[src/rtl/regfile_access_pkg.sv]
// Shared types and address helpers for the register-file access controller.
package regfile_access_pkg;

  typedef enum logic [1:0] {
    OP_FILL  = 2'b00,
    OP_READ  = 2'b01,
    OP_CLEAR = 2'b10,
    OP_RSVD  = 2'b11
  } op_e;

  typedef enum logic [1:0] {
    ST_IDLE  = 2'b00,
    ST_FILL  = 2'b01,
    ST_READ  = 2'b10,
    ST_DRAIN = 2'b11
  } state_e;

  // Wraps at regs, which need not be a power of two.
  function automatic int unsigned next_addr(
    input int unsigned addr,
    input int unsigned regs = 32
  );
    return (addr + 1 >= regs) ? 32'd0 : addr + 1;
  endfunction

endpackage

[src/rtl/regfile_access_ctrl_if.sv]
// Command and response channels of the register-file access controller.
interface regfile_access_ctrl_if
  import regfile_access_pkg::*;
#(
  parameter int WIDTH = 32,
  parameter int AW    = 5
);
  logic             cmd_valid;
  logic             cmd_ready;
  op_e              cmd_op;
  logic [AW-1:0]    cmd_addr;
  logic [AW:0]      cmd_count;
  logic [WIDTH-1:0] cmd_data;
  logic             rsp_valid;
  logic             rsp_ready;
  logic [WIDTH-1:0] rsp_data;
  logic [AW-1:0]    rsp_addr;
  logic             rsp_last;

  modport slave (
    input  cmd_valid, cmd_op, cmd_addr,
    input  cmd_count, cmd_data, rsp_ready,
    output cmd_ready, rsp_valid, rsp_data,
    output rsp_addr, rsp_last
  );

  modport master (
    output cmd_valid, cmd_op, cmd_addr,
    output cmd_count, cmd_data, rsp_ready,
    input  cmd_ready, rsp_valid, rsp_data,
    input  rsp_addr, rsp_last
  );
endinterface

[src/rtl/regfile_access_ctrl.sv]
// Command-driven master for the register file write port and read port 1.
module regfile_access_ctrl
  import regfile_access_pkg::*;
#(
  parameter int REGISTERS = 32,
  parameter int WIDTH     = 32,
  parameter int AW        = $clog2(REGISTERS)
) (
  input  logic                  clk,
  input  logic                  rst_n,
  regfile_access_ctrl_if.slave  bus,
  output logic                  rf_we3,
  output logic [AW-1:0]         rf_a3,
  output logic [WIDTH-1:0]      rf_wd3,
  output logic [AW-1:0]         rf_a1,
  input  logic [WIDTH-1:0]      rf_rd1,
  output logic                  busy,
  output logic                  err
);
  localparam logic [1:0] S_IDLE  = ST_IDLE;
  localparam logic [1:0] S_FILL  = ST_FILL;
  localparam logic [1:0] S_READ  = ST_READ;
  localparam logic [1:0] S_DRAIN = ST_DRAIN;
  localparam logic [AW:0] ONE    = (AW+1)'(1);
  localparam logic [AW:0] MAXCNT = (AW+1)'(REGISTERS);

  logic [1:0]       state;
  logic [AW-1:0]    cur_addr;
  logic [AW-1:0]    nxt;
  logic [AW:0]      remaining;
  logic [WIDTH-1:0] wdata;
  logic             take;
  logic             illegal;
  logic             load;
  logic             last_one;
  logic             rsp_hs;

  assign bus.cmd_ready = (state == S_IDLE);
  assign busy     = (state != S_IDLE);
  assign rf_a1    = cur_addr;
  assign take     = bus.cmd_valid && bus.cmd_ready;
  assign illegal  = (bus.cmd_op == OP_RSVD)
                 || (bus.cmd_count == '0)
                 || (bus.cmd_count > MAXCNT);
  assign last_one = (remaining == ONE);
  assign rsp_hs   = bus.rsp_valid && bus.rsp_ready;
  assign load     = (state == S_READ)
                 && (!bus.rsp_valid || bus.rsp_ready);
  assign nxt      = AW'(next_addr(32'(cur_addr), REGISTERS));

  always_ff @(posedge clk or negedge rst_n) begin
    if (!rst_n) begin
      state         <= S_IDLE;
      cur_addr      <= '0;
      remaining     <= '0;
      wdata         <= '0;
      rf_we3        <= 1'b0;
      rf_a3         <= '0;
      rf_wd3        <= '0;
      err           <= 1'b0;
      bus.rsp_valid <= 1'b0;
      bus.rsp_data  <= '0;
      bus.rsp_addr  <= '0;
      bus.rsp_last  <= 1'b0;
    end else begin
      err    <= 1'b0;
      rf_we3 <= 1'b0;
      if (rsp_hs) bus.rsp_valid <= 1'b0;
      case (state)
        S_IDLE: begin
          if (take) begin
            if (illegal) begin
              err <= 1'b1;
            end else begin
              cur_addr  <= bus.cmd_addr;
              remaining <= bus.cmd_count;
              wdata     <= (bus.cmd_op == OP_CLEAR)
                         ? '0 : bus.cmd_data;
              state     <= (bus.cmd_op == OP_READ)
                         ? S_READ : S_FILL;
            end
          end
        end
        S_FILL: begin
          rf_we3    <= 1'b1;
          rf_a3     <= cur_addr;
          rf_wd3    <= wdata;
          cur_addr  <= nxt;
          remaining <= remaining - ONE;
          if (last_one) state <= S_IDLE;
        end
        S_READ: begin
          // Response register refills whenever it is empty or draining.
          if (load) begin
            bus.rsp_valid <= 1'b1;
            bus.rsp_data  <= rf_rd1;
            bus.rsp_addr  <= cur_addr;
            bus.rsp_last  <= last_one;
            cur_addr      <= nxt;
            remaining     <= remaining - ONE;
            if (last_one) state <= S_DRAIN;
          end
        end
        S_DRAIN: begin
          if (rsp_hs) state <= S_IDLE;
        end
        default: state <= S_IDLE;
      endcase
    end
  end
endmodule

[src/flat_wrapper.sv]
// flat-port wrapper written by rule: the top's interface ports become plain ports
module regfile_access_ctrl_flat import regfile_access_pkg::*;
#(
  parameter int REGISTERS = 32,
  parameter int WIDTH     = 32,
  parameter int AW        = $clog2(REGISTERS)
)
  (clk, rst_n, rf_we3, rf_a3, rf_wd3, rf_a1, rf_rd1, busy, err, bus_cmd_valid, bus_cmd_op, bus_cmd_addr, bus_cmd_count, bus_cmd_data, bus_rsp_ready, bus_cmd_ready, bus_rsp_valid, bus_rsp_data, bus_rsp_addr, bus_rsp_last);
  regfile_access_ctrl_if #(.WIDTH(WIDTH), .AW(AW)) bus_i ();
  input  logic clk;
  input  logic rst_n;
  output logic rf_we3;
  output logic [AW-1:0] rf_a3;
  output logic [WIDTH-1:0] rf_wd3;
  output logic [AW-1:0] rf_a1;
  input  logic [WIDTH-1:0] rf_rd1;
  output logic busy;
  output logic err;
  input wire logic [$bits(bus_i.cmd_valid)-1:0] bus_cmd_valid;
  input wire logic [$bits(bus_i.cmd_op)-1:0] bus_cmd_op;
  input wire logic [$bits(bus_i.cmd_addr)-1:0] bus_cmd_addr;
  input wire logic [$bits(bus_i.cmd_count)-1:0] bus_cmd_count;
  input wire logic [$bits(bus_i.cmd_data)-1:0] bus_cmd_data;
  input wire logic [$bits(bus_i.rsp_ready)-1:0] bus_rsp_ready;
  output wire logic [$bits(bus_i.cmd_ready)-1:0] bus_cmd_ready;
  output wire logic [$bits(bus_i.rsp_valid)-1:0] bus_rsp_valid;
  output wire logic [$bits(bus_i.rsp_data)-1:0] bus_rsp_data;
  output wire logic [$bits(bus_i.rsp_addr)-1:0] bus_rsp_addr;
  output wire logic [$bits(bus_i.rsp_last)-1:0] bus_rsp_last;
  assign bus_i.cmd_valid = bus_cmd_valid;
  assign bus_i.cmd_op = bus_cmd_op;
  assign bus_i.cmd_addr = bus_cmd_addr;
  assign bus_i.cmd_count = bus_cmd_count;
  assign bus_i.cmd_data = bus_cmd_data;
  assign bus_i.rsp_ready = bus_rsp_ready;
  assign bus_cmd_ready = bus_i.cmd_ready;
  assign bus_rsp_valid = bus_i.rsp_valid;
  assign bus_rsp_data = bus_i.rsp_data;
  assign bus_rsp_addr = bus_i.rsp_addr;
  assign bus_rsp_last = bus_i.rsp_last;
  regfile_access_ctrl #(.REGISTERS(REGISTERS), .WIDTH(WIDTH), .AW(AW)) u_core (.clk(clk), .rst_n(rst_n), .bus(bus_i), .rf_we3(rf_we3), .rf_a3(rf_a3), .rf_wd3(rf_wd3), .rf_a1(rf_a1), .rf_rd1(rf_rd1), .busy(busy), .err(err));
endmodule
[config.mk]
export PLATFORM = sky130hd
export DESIGN_NAME = regfile_access_ctrl_flat
export DESIGN_NICKNAME = d
export VERILOG_FILES = /design/src/rtl/regfile_access_pkg.sv /design/src/rtl/regfile_access_ctrl_if.sv /design/src/rtl/regfile_access_ctrl.sv /design/src/flat_wrapper.sv
export SDC_FILE = /design/constraint.sdc
export NUM_CORES = 1
export LEC_CHECK = 0
export CAP_MARGIN = 40
export CORE_UTILIZATION = 46
export DETAILED_ROUTE_END_ITERATION = 8
export PLACE_DENSITY = 0.88
export SLEW_MARGIN = 25
export SYNTH_ARGS = -nofsm -noshare
export SYNTH_HDL_FRONTEND = slang
export SYNTH_SLANG_ARGS = --single-unit
[constraint.sdc]
create_clock -name clk -period 2 [get_ports clk]
set_input_delay 0.3 -clock clk [delete_from_list [all_inputs] [get_ports clk]]
set_output_delay 0.3 -clock clk [all_outputs]
set_load 0.02 [all_outputs]
* Word-level counts from Yosys, hierarchy flattened
Cells that the tools add are included.
** Storage, ports and cells
- Register bits :: 123
- Input port bits :: 81
- Word-level logic and storage cells :: 70
** Operators by class
- Add/sub/neg operators :: 2
- $lt $le $gt $ge :: 2
- Eq/ne operators :: 13
- Mux-type cells :: 25
- Bitwise logic cells :: 1
- Reductions and logical operators :: 15
** Operators with widths (count)
- 2-to-1 mux 32 bit :: 1
- 2-to-1 mux 5 bit :: 4
- 2-to-1 mux 6 bit :: 3
- case mux 6 bit (3 select lines) :: 1
- case mux 5 bit (3 select lines) :: 1
- 2-to-1 mux 2 bit :: 7
- equality test 2 bit, second input constant :: 4
- inequality test 2 x 1 -> 1 bit, second input constant :: 4
- case mux 2 bit (4 select lines) :: 1
- 2-to-1 mux 1 bit :: 7
- adder 5 x 1 -> 6 bit, second input constant :: 1
- equality test 6 x 1 -> 1 bit, second input constant :: 1
- >= comparator 6 bit, second input constant :: 1
- > comparator 6 bit, second input constant :: 1
- logical NOT 6 bit :: 1
- AND reduction 6 bit :: 1
- subtractor 6 x 1 -> 6 bit, second input constant :: 1
- equality test 2 x 1 -> 1 bit, second input constant :: 2
- inequality test 2 bit, second input constant :: 2
- AND reduction 4 bit :: 1
- logical AND 1 bit :: 3
- logical OR 1 bit :: 3
- AND reduction 3 bit :: 1
- nonzero test 3 bit :: 1
- 5 further kinds :: 5

* Longest topological paths before layout
Gate-level depths: netlist of the first run.
- Depth after elaboration :: 6
- Gate-level depth with buffers :: 8
- Gate-level depth less buffers :: 6

* Least setup slack after synthesis of the first run
No wires, ideal clock.
- Path kind :: input -> register
- From :: input bus_cmd_count[3]
- To :: register u_core.cur_addr[3] (netlist: u_core.rf_a1[3])
- Data arrival time :: 1982 ps
- Data required time :: 1872 ps
- Setup slack :: -110 ps
- Stages on the path :: 6
- Buffers on the path :: 1
- Cell sequence :: or4_4 or4b_4 a31oi_4 buf_6 mux2i_1 nand3_1
** On the way
- Word-level cells in the longest chain between the ends :: 5
- Elaborated cells on any way between the ends :: 6
- Those cells by class :: order compare (1); eq/ne (1); reduce/logical (4)
** RTL lines
- start: declaration :: RTL line flat_wrapper.sv:22 : input wire logic [$bits(bus_i.cmd_count)-1:0] bus_cmd_count;
- branches (longest 2 deep; another with > comparator 6 bit)
- logical OR 1 bit * :: RTL line regfile_access_ctrl.sv:44 : || (bus.cmd_count > MAXCNT);
- inequality test 2 bit (no line) *
- AND reduction 4 bit (no line) *
- end signal: assignment :: RTL line regfile_access_ctrl.sv:75 : cur_addr <= bus.cmd_addr;
- end signal: assignment :: RTL line regfile_access_ctrl.sv:88 : cur_addr <= nxt;
- end signal: assignment :: RTL line regfile_access_ctrl.sv:99 : cur_addr <= nxt;
- end: declaration :: RTL line regfile_access_ctrl.sv:28 : logic [AW-1:0] cur_addr;
Mark *: on every way between the ends.
A chain may end at the register's enable or synchronous reset.

* Worst setup path after layout of the first run
- From :: input bus_cmd_count[2]
- To :: register u_core.cur_addr[4] (netlist: u_core.rf_a1[4])
Same word-level chain as after synthesis.

==> impl_results.md, run 1 <==
* Number of buffers on the longest clock path at 2
* Cells traversed along the worst timing path: dlygate4sd2_1 > or4_4 > or4b_4 > a31oi_4 > buf_6 > buf_16 > nand2_1 > a22o_1
* Proportion of total power due to net switching at 0.349
* Leading cell types by total area after synthesis: sky130_fd_sc_hd__dfrtp_1 60%, sky130_fd_sc_hd__mux2_2 16%, sky130_fd_sc_hd__o21ai_0 4.3%, sky130_fd_sc_hd__nand3_1 3.9%, sky130_fd_sc_hd__inv_1 3.1%
* Number of synthesized flops with an enable pin at 0
* Worst Hold Launch: bus_cmd_count[3]
* Clock tree from TritonCTS: done
* Final hold violation count at 0
* Share of the synthesized area in the top cell type at 0.600
* Pins over their slew limit at 0
* Share of total power in the clock network at 0.205
* Initial antenna violation count at 0
* Dominant delay contributor by cell family on the critical path: simple AND/OR/NAND/NOR gates
* Total die area at 0.0116 mm²
* Routed Wire Length at 12.2 mm
* Cell row count at 38
* Die Wd at 108 µm
* Startpoint kind of the worst setup timing path: input port
* Setup TNS Final at 0 ns
* Cell Pwr Density at 1810 mW/mm²
* Number of max-cap violations at 0
* Number of global-route vias before repair at 4070
* Routed via count divided by cell count at 5.15
* Reg-to-reg critical path endpoint: u_core.rf_a1[4]
* Post-synth cell types at 34
* Met1 Usage GRT at 0.266
* Total number of clock tree sinks at 123
* Non-filler cells in the finished layout at 761
* Die Height at 108 µm
* Data arrival time of the worst path at 2.39 ns
* Sequential share of power at 0.321
* Crit path setup slack, layout at 0.00982 ns
* Clock slew seen by the registers of the worst setup and hold paths at 0.06 ns
* Setup slack at placement at -0.596 ns
* Fmax at 502 MHz
* Synthesis-to-finish area growth at 50.5%
* Antenna Nets Post-Route at 0
* Fin Clk Skew at 0.00936 ns
* Most used routing layer in global routing: met2
* Worst Hold Endpoint: u_core.remaining[3]
* Per-instance average area after synthesis at 12.2 µm²
* Reg2reg path depth at 8
* Switching power total at 4.88 mW
* Cell count after placement at 726
* Top flip-flop cell by instance count after synthesis: sky130_fd_sc_hd__dfrtp_1
* Number of cells produced by synthesis at 420
* Aggregate global-route resource usage at 0.223
* Cell at the root of the clock tree: sky130_fd_sc_hd__clkbuf_8
* Initial drt markers at 198
* Worst-case headroom to the max-slew limit at 0.673
* Global-route wire length before repair at 19.6 mm
* Seq/Total Area, Yosys at 0.600
* Status: completed
* Slowest cell on crit path: sky130_fd_sc_hd__or4b_4
* Syn Nets at 509
* DRC Markers at 0
* Worst EP required at 2.40 ns
* Placer's final routability congestion estimate at 0.799
* Maximum number of pins on one net before global-route repair at 45
* Combinational Power Share at 0.473
* 1st-pass router iterations at 7
* Number of I/O pins at 166
* Clock period minus final worst setup slack at 1.99 ns
* Starting density of the core at 0.473
* Hold Path Cell Cnt at 3
* Share of final-layout standard cells stronger than drive strength 1 at 0.225
* Critical setup path kind: input port to flop
* Total overflow reported by the global router at 0
* NumNets Final at 697
* Met2 Use GR at 0.366
* Final routed wire length divided by cell count at 16.0 µm
* Crit path buffers/inverters at 3
* Number of port buffers at 165
* Power, Total at 14.0 mW
* CTS Buf Count at 17
* Worst min-delay path category: input port to flop
* Type of destination of the critical path: flop
* N_diodes at 0
* Half-perimeter wire length after placement at 8.27 mm
* Internal power contribution at 9.09 mW
* Peak supply drop at 0.925 mV
* GR Layer Usage met3 at 0.0672
* Slew at the pin closest to its max-slew limit at 0.490 ns
* Async S/R FF share, synth at 1.00
* Critical R2R Launch: u_core.state[0]
* Warnings from Yosys at 0
* Synth area leader: sky130_fd_sc_hd__dfrtp_1
* Slack of the worst reg-to-reg path at 0.21 ns
* Detailed-route via count at 3917
* Post-synthesis sequential element count at 123
* Netlist area before placement at 0.00513 mm²
* Setup violators final at 0
* Final worst-path cycle share at 0.995
* Worst-path maximum fanout at 7
* Slowest stage delay, CP at 0.57 ns
* Static Leakage at 3.40 nW
* Maximum level of the CTS H-tree at 4
* Core Footprint at 0.0108 mm²
* Insertion delay of the later-clocked pin in the worst-skew pair at 0.51 ns
-- final cells by class --
type / instances / area (µm²)
sequential: 123 / 3080
clock buffer: 24 / 460
tap: 140 / 175
timing repair buffer: 191 / 1930
fill: 780 / 3120
multi-input combinational: 232 / 1820
inverter: 43 / 161
clock inverter: 8 / 92.6
-- worst max-delay path by stage --
| stage | startpoint | cells after the start | endpoint | slack, ns |
|---|---|---|---|---|
| floorplan | bus_cmd_count[3] | 6 | u_core.rf_a1[3] | -0.09 |
| global placement | bus_cmd_count[3] | 7 | u_core.rf_a1[3] | -0.55 |
| detailed placement | bus_cmd_count[3] | 7 | u_core.remaining[5] | -0.60 |
| CTS | bus_cmd_count[3] | 7 | u_core.rf_a1[3] | -0.003 |
| global route | bus_cmd_count[2] | 7 | u_core.rf_a1[3] | -0.006 |
| finish | bus_cmd_count[2] | 8 | u_core.rf_a1[4] | 0.01 |
-- routing by layer --
layer | part of all wire | vias to the layer above
met2 | 0.50 | 149
met5 | 0 | -
met3 | 0.057 | 35
met1 | 0.42 | 1917
met4 | 0.031 | 0
li1 | - | 1816
-- flip-flops by register name, summed over array words and instances (netlist names) --
register              count
u_core.rf_we3             1
u_core.rf_a1              5
u_core.rf_a3              5
u_core.bus.rsp_last       1
u_core.bus.rsp_data      32
u_core.remaining          6
u_core.bus.rsp_addr       5
u_core.wdata             32
u_core.rf_wd3            32
u_core.state              2
u_core.bus.rsp_valid      1
u_core.err                1
-- Yosys cell counts, types with 2 or more instances --
cell and number:
sky130_fd_sc_hd__clkbuf_1 14, sky130_fd_sc_hd__mux2_2 75, sky130_fd_sc_hd__inv_1 43, sky130_fd_sc_hd__nor2_1 5
sky130_fd_sc_hd__nor3_1 3, sky130_fd_sc_hd__dfrtp_1 123, sky130_fd_sc_hd__nand2_1 14, sky130_fd_sc_hd__nand3_1 40
sky130_fd_sc_hd__a22o_1 4, sky130_fd_sc_hd__o21ai_0 44, sky130_fd_sc_hd__buf_2 2, sky130_fd_sc_hd__mux2i_1 5
sky130_fd_sc_hd__ha_1 8, sky130_fd_sc_hd__nor2b_1 2, sky130_fd_sc_hd__nand2b_1 6, sky130_fd_sc_hd__buf_1 4
sky130_fd_sc_hd__a21oi_1 7, sky130_fd_sc_hd__nand3b_1 4, sky130_fd_sc_hd__a31oi_1 2
-- stage by stage --
step           utilization  instance area [µm²]  hold WS [ns]
4_1_cts              0.710                 7700         0.269
6_report             0.712                 7720         0.154
5_1_grt              0.712                 7720         0.160
3_5_place_dp         0.655                 7100         0.294
2_1_floorplan            -                 5130       0.00441
3_3_place_gp         0.655                 7100         0.288
-- power by group through the flow --
stage / clock network (mW) / registers, mW / logic [mW]
3_3_place_gp: 0 / 4.42 / 6.20
5_1_grt: 3.04 / 4.65 / 7.10
4_1_cts: 2.92 / 4.49 / 6.63
2_1_floorplan: 0 / 5.40 / 2.71
6_report: 2.87 / 4.49 / 6.62
3_5_place_dp: 0 / 4.52 / 6.41
-- what timing repair did --
item,4_1_cts,5_1_grt
gates resized for setup,11,5
endpoints found under the setup margin,15,10
gates cloned,1,0
pin swaps,3,4
endpoints found under the hold margin,32,0
setup buffers,0,1
hold buffers,1,0
-- cell usage in the layout (no fill, tap or decap), types with 2 or more instances in the layout --
cell type and instances:
sky130_fd_sc_hd__nor2_1 5, sky130_fd_sc_hd__ha_1 6, sky130_fd_sc_hd__nor2b_1 2, sky130_fd_sc_hd__buf_4 18
sky130_fd_sc_hd__dfrtp_1 123, sky130_fd_sc_hd__clkinv_2 5, sky130_fd_sc_hd__mux2i_1 5, sky130_fd_sc_hd__inv_2 2
sky130_fd_sc_hd__clkbuf_1 5, sky130_fd_sc_hd__a21oi_1 7, sky130_fd_sc_hd__bufinv_16 2, sky130_fd_sc_hd__o21ai_0 44
sky130_fd_sc_hd__mux2_2 75, sky130_fd_sc_hd__nand3b_1 4, sky130_fd_sc_hd__buf_6 2, sky130_fd_sc_hd__nand2b_1 5
sky130_fd_sc_hd__a22o_1 4, sky130_fd_sc_hd__a31oi_1 2, sky130_fd_sc_hd__nand2_1 14, sky130_fd_sc_hd__dlygate4sd2_1 6
sky130_fd_sc_hd__inv_1 41, sky130_fd_sc_hd__dlymetal6s2s_1 2, sky130_fd_sc_hd__buf_12 5, sky130_fd_sc_hd__clkbuf_8 3
sky130_fd_sc_hd__nor3_1 3, sky130_fd_sc_hd__clkbuf_16 16, sky130_fd_sc_hd__nand3_1 40, sky130_fd_sc_hd__clkdlybuf4s50_1 156
-- worst reg2reg max path, stage by stage, from the launching register on --
cell and delay, ns:
sky130_fd_sc_hd__dfrtp_1 0.41, sky130_fd_sc_hd__inv_2 0.09, sky130_fd_sc_hd__ha_1 0.27, sky130_fd_sc_hd__a21o_1 0.21, sky130_fd_sc_hd__a31oi_4 0.22, sky130_fd_sc_hd__buf_6 0.15, sky130_fd_sc_hd__buf_16 0.11, sky130_fd_sc_hd__nand2_1 0.05
sky130_fd_sc_hd__a22o_1 0.17
-- logic make-up after synthesis --
kind of cell,count (synthesis),share of synthesized area
adders and majority gates,8,0.0195
muxes,80,0.174
and+or+nand+nor,81,0.0844
DFF,123,0.600
AOI/OAI and AO/OA,63,0.0710
buffers and inverters,65,0.0503
No activity file was read; power rests on OpenSTA's default activity.
==> inputs of run 2 (changes only) <==
--- a/config.mk
+++ b/config.mk
@@ -7,6 +7,7 @@
 export LEC_CHECK = 0
 export CAP_MARGIN = 40
 export CORE_UTILIZATION = 46
+export CTS_CLUSTER_DIAMETER = 30
 export DETAILED_ROUTE_END_ITERATION = 8
 export PLACE_DENSITY = 0.88
 export SLEW_MARGIN = 25
==> results of run 2 <==
Same layout as run 1: the final DEF is identical, and so are final timing and power.
==> inputs of run 3 (changes only) <==
--- a/config.mk
+++ b/config.mk
@@ -7,7 +7,6 @@
 export LEC_CHECK = 0
 export CAP_MARGIN = 40
 export CORE_UTILIZATION = 46
-export CTS_CLUSTER_DIAMETER = 30
 export DETAILED_ROUTE_END_ITERATION = 8
 export PLACE_DENSITY = 0.88
 export SLEW_MARGIN = 25
==> results of run 3 <==
Same layout as run 1: the final DEF is identical, and so are final timing and power.
